<file path="src/rtl/pre_emphasis.sv">
// Streaming first-order pre-emphasis filter y[n] = x[n] - COEF*x[n-1] / 2^FRAC, two-edge latency.
// Define PREEMPHASIS_ROUND_EN to round the scaled term half toward +inf instead of flooring it.
module pre_emphasis #(
    parameter int I_BW = 16,
    parameter int O_BW = 17,
    parameter int COEF = 31785,
    parameter int FRAC = 15
) (
    input  logic            clk,
    input  logic            rst_n,
    input  logic            valid_i,
    input  logic [I_BW-1:0] data_i,
    output logic            valid_o,
    output logic [O_BW-1:0] data_o
);

    localparam int PW = I_BW + FRAC + 2;
    // Difference width wide enough for both x - scaled and the saturation check.
    localparam int DW = (O_BW + 1 > I_BW + 3) ? O_BW + 1 : I_BW + 3;
    localparam logic signed [PW-1:0] COEF_S   = PW'(COEF);
    localparam logic [PW:0]          RND_HALF = (PW + 1)'(1) << (FRAC - 1);

    logic signed [I_BW-1:0] r_x_prev;
    logic signed [I_BW-1:0] r_x_p1;
    logic signed [PW-1:0]   r_prod_p1;
    logic                   r_vld_p1;
    logic signed [O_BW-1:0] r_data_p2;
    logic                   r_vld_p2;

    logic signed [PW-1:0] w_xprev_ext;
    logic signed [PW-1:0] w_prod;
    logic signed [PW:0]   w_prod_adj;
    logic signed [PW:0]   w_shift;
    logic signed [DW-1:0] w_scaled;
    logic signed [DW-1:0] w_xs1_ext;
    logic signed [DW-1:0] w_diff;
    logic                 w_unused_hi;

    function automatic logic signed [O_BW-1:0] sat_o(input logic signed [DW-1:0] v);
        if (v[DW-1:O_BW-1] == {(DW - O_BW + 1){v[DW-1]}})
            return v[O_BW-1:0];
        else if (v[DW-1])
            return {1'b1, {(O_BW - 1){1'b0}}};
        else
            return {1'b0, {(O_BW - 1){1'b1}}};
    endfunction

    assign w_xprev_ext = {{(PW - I_BW){r_x_prev[I_BW-1]}}, r_x_prev};
    assign w_prod      = COEF_S * w_xprev_ext;

`ifdef PREEMPHASIS_ROUND_EN
    assign w_prod_adj = {r_prod_p1[PW-1], r_prod_p1} + RND_HALF;
`else
    assign w_prod_adj = {r_prod_p1[PW-1], r_prod_p1};
`endif

    // Arithmetic shift keeps floor semantics for negative products.
    assign w_shift     = w_prod_adj >>> FRAC;
    assign w_scaled    = w_shift[DW-1:0];
    assign w_unused_hi = ^w_shift[PW:DW];
    assign w_xs1_ext   = {{(DW - I_BW){r_x_p1[I_BW-1]}}, r_x_p1};
    assign w_diff      = w_xs1_ext - w_scaled;

    // Stage 1: capture sample and exact product against history
    always_ff @(posedge clk or negedge rst_n) begin
        if (!rst_n) begin
            r_x_prev  <= '0;
            r_x_p1    <= '0;
            r_prod_p1 <= '0;
            r_vld_p1  <= 1'b0;
        end else begin
            r_vld_p1 <= valid_i;
            if (valid_i) begin
                r_x_p1    <= data_i;
                r_prod_p1 <= w_prod;
                r_x_prev  <= data_i;
            end
        end
    end

    // Stage 2: scale, subtract, saturate
    always_ff @(posedge clk or negedge rst_n) begin
        if (!rst_n) begin
            r_data_p2 <= '0;
            r_vld_p2  <= 1'b0;
        end else begin
            r_vld_p2 <= r_vld_p1;
            if (r_vld_p1)
                r_data_p2 <= sat_o(w_diff);
        end
    end

    assign valid_o = r_vld_p2;
    assign data_o  = r_data_p2;

endmodule

</file>
<file path="config.mk">
export PLATFORM = sky130hd
export DESIGN_NAME = pre_emphasis
export DESIGN_NICKNAME = d
export VERILOG_FILES = /design/src/rtl/pre_emphasis.sv
export SDC_FILE = /design/constraint.sdc
export NUM_CORES = 1
export LEC_CHECK = 0
export ABC_CLOCK_PERIOD_IN_PS = 6500
export BUFFER_PORTS_ARGS = -buffer_cell sky130_fd_sc_hd__buf_2
export CAP_MARGIN = 10
export CELL_PAD_IN_SITES_DETAIL_PLACEMENT = 2
export CELL_PAD_IN_SITES_GLOBAL_PLACEMENT = 2
export CORE_MARGIN = 2
export CORE_UTILIZATION = 41
export CTS_CLUSTER_SIZE = 24
export DETAILED_ROUTE_END_ITERATION = 10
export GPL_TIMING_DRIVEN = 0
export PLACE_DENSITY_LB_ADDON = 0.1
export SLEW_MARGIN = 20
export SYNTH_ARGS = -nofsm -noshare
export SYNTH_HDL_FRONTEND = slang
export SYNTH_SLANG_ARGS = --single-unit
</file>
<file path="constraint.sdc">
create_clock -name clk -period 6.5 [get_ports clk]
set_clock_uncertainty 0.05 [all_clocks]
set_input_delay 0.975 -clock clk [delete_from_list [all_inputs] [get_ports clk]]
set_output_delay 0.975 -clock clk [all_outputs]
set_load 0.01 [all_outputs]
</file>
==> flow_summary.ini <==
[status]
outcome = completed

[yosys]
postSynthNetCount = 997
netlist_top_cells_area = ha_1 (26%), dfrtp_1 (18%), fa_1 (17%)
sequential_area_share_after_synthesis_pct = 17.9
yosysTopAreaCellShare_pct = 26.1
avgSynthCellArea_um2 = 9.53
yosys_warning_total = 0
synth_enable_flop_cells = 0
yosysMostFrequentCell = ha_1
ys_top_cells_by_count = ha_1 (152), inv_1 (142), fa_1 (63)
netlist-cell-type-count = 67
syn-instance-count = 763
postSynthRegisterBits = 52
post_synth_arst_share_pct = 100
synthesis.area_um2 = 7270
synth_area_leader_cell = ha_1
synthFlopType = dfrtp_1

[worst_hold_path]
hold_path_class = flop to flop

[floorplan]
initial_core_utilization_pct = 42.1
fp.dieW_um = 137
design.portCount = 37
fp.dieH_um = 137
row_count = 48
floorplan.core_area_um2 = 17300
dieArea_um2 = 18800

[setup_path]
path_max_fanout = 11
critical_path.endpoint_type = flop
worstPathRequired_ps = 6670
timing.critical_path.slowest_stage_cell = dfrtp_1
timing.critical_path.from_type = flop
cp_top_family = adder cells
criticalPathCategory = flop to flop
critical_path.cell_chain = ha_1 -> xor2_1 -> ha_1 -> a21o_1 -> fa_1 -> fa_1 -> inv_1 -> fa_1 -> fa_1 -> inv_1 -> ha_1 -> clkbuf_1 -> nand2_1 -> nor3_1 -> nor4b_1 -> a311o_1 -> o21ai_1 -> and3_1 -> o31ai_1
cp_num_buf_inv = 3
critPathMaxStageDelay_ps = 750
cp_common_cell = fa_1
timing.critical_path.arrival_ps = 6290

[grt]
grt_start_max_net_pins = 53
antenna_found_initial = 0
gr-usage-all-layers_pct = 23.9
first_pass_grt_wire_length_mm = 34.5
overall_overflow_remaining_after_global_route = 0
via_count_of_the_first_global_routing_pass = 6632

[timing]
maxClockFrequency_mhz = 163
min_period_over_period_pct = 94.3
unrepaired_setup_endpoints_after_global_routing = no
count_of_endpoints_failing_hold_in_the_final_timing_report = 0
final.min_clock_period_ps = 6130
slew_violations = 0
maxSlewHeadroom_pct = 47.9
worstMarginPinSlew_ps = 782
setup_viol = 0
setup_total_negative_slack_ps = 0

[cts]
cts_buffers = 5
h-tree-depth = 2
cts.path.max_buffers = 2
cts_sink_count = 52
post_cts.repair.setup_buffers = 0
tritoncts = yes
cts.hold.buffers_added = 0
post_cts_clock_slew_at_the_launch_and_capture_registers_of_the_worst_setup_and_hold_paths_ps = 70
clkLatencyLatePin_ps = 310
clockRootBuffer = clkbuf_16
cts_resized = 0

[job]
maxCapViolCount = 0

[final_layout]
number_of_diodes_added_for_antenna_fixing = 0
layout-drive-gt1-share_pct = 9.06
final_nets = 1040
layout.filler_cells = 1912
syn2layout_area_growth_pct = 8.22

[detailed_routing]
routed-via-count = 5665
postRouteWirelength_mm = 20.9
first_iter_violations = 110
drcViolationCount = 0
viasPerCell = 5.49
final_antenna_net_count = 0
drt_first_pass_iters = 4
detail_route.wl_per_cell_um = 20.2

[placed_design]
total_half_perimeter_wirelength_after_legalization_and_detailed_placement_mm = 17.5
numPortBuffers = 36
place.gp.congestion = 0.790
## stage by stage
step	instances	hold WS [ps]	setup slack, ps	instance area (um^2)	util, %
4_1_cts	1031	327	356	7870	45.5
6_report	1031	326	373	7870	45.5
3_3_place_gp	1024	304	496	7730	44.7
2_1_floorplan	763	302	1210	7270	-
3_5_place_dp	1024	312	368	7740	44.7
5_1_grt	1031	340	58.9	7870	45.5
## sequential cells by signal, summed over array words and instances, names as in the netlist
register   count
data_o        17
r_prod_p1     17
r_x_p1        16
r_vld_p1       1
valid_o        1
## layout by cell type, fill, tap and decap left out, types with 6 or more instances in the layout
cell type / count
ha_1: 152
inv_1: 142
fa_1: 63
dfrtp_1: 52
nor2_1: 40
buf_2: 39
nand2_1: 38
o21ai_0: 28
a21oi_1: 26
a21o_1: 18
a221oi_1: 17
xor2_1: 14
nand4_1: 10
clkbuf_1: 10
nand2b_1: 9
nor3_1: 9
mux2_2: 8
o21a_1: 7
xnor2_1: 7
nor2b_1: 6
nand3_1: 6
mux2i_1: 6
## per-layer routing
metal | GRT usage [%] | vias up | wire length, um | part of all wire, %
li1 | - | 2707 | - | -
met1 | 30.5 | 2868 | 9480 | 45
met2 | 43.6 | 65 | 10500 | 50
met3 | 1.88 | 25 | 391 | 1.9
met4 | 6.47 | 0 | 476 | 2.3
met5 | 0 | - | 0 | 0
## worst paths after layout
check                           start             to  slack, ps  cells past startpoint
setup / recovery           r_x_p1[15]  r_prod_p1[27]        370                     19
hold / removal               r_vld_p1        valid_o        330                      0
setup reg to reg           r_x_p1[15]  r_prod_p1[27]        370                     19
hold reg to reg              r_vld_p1        valid_o        330                      0
max in group asynchronous       rst_n  r_prod_p1[22]       5250                      1
min in group asynchronous       rst_n      data_o[0]        680                      1
## cell families after synthesis
group                    Yosys count  synth area share [%]
AND/OR/NAND/NOR                  144                  9.79
AO/OA/AOI/OAI                    152                  15.2
multiplexers                      15                  2.25
adder cells (fa/ha/maj)          215                  43.5
buffers and inverters            164                  8.86
flip-flops                        52                  17.9
XOR/XNOR                          21                  2.53
## layout make-up
cell class              instances  area [um^2]  area share (%)
inverters                     143          537            6.82
clock buffers                   6          129            1.64
repair buffers                 36          183            2.32
clock inverters                 1         5.00          0.0636
flip-flops and latches         52         1300            16.5
plain buffers                  21          108            1.37
well taps                     225          282            3.58
multi-input cells             547         5330            67.7
Power is left out: the tool's default activity adds up to more than one toggle a clock period on the data nets, which glitch-free logic cannot reach.
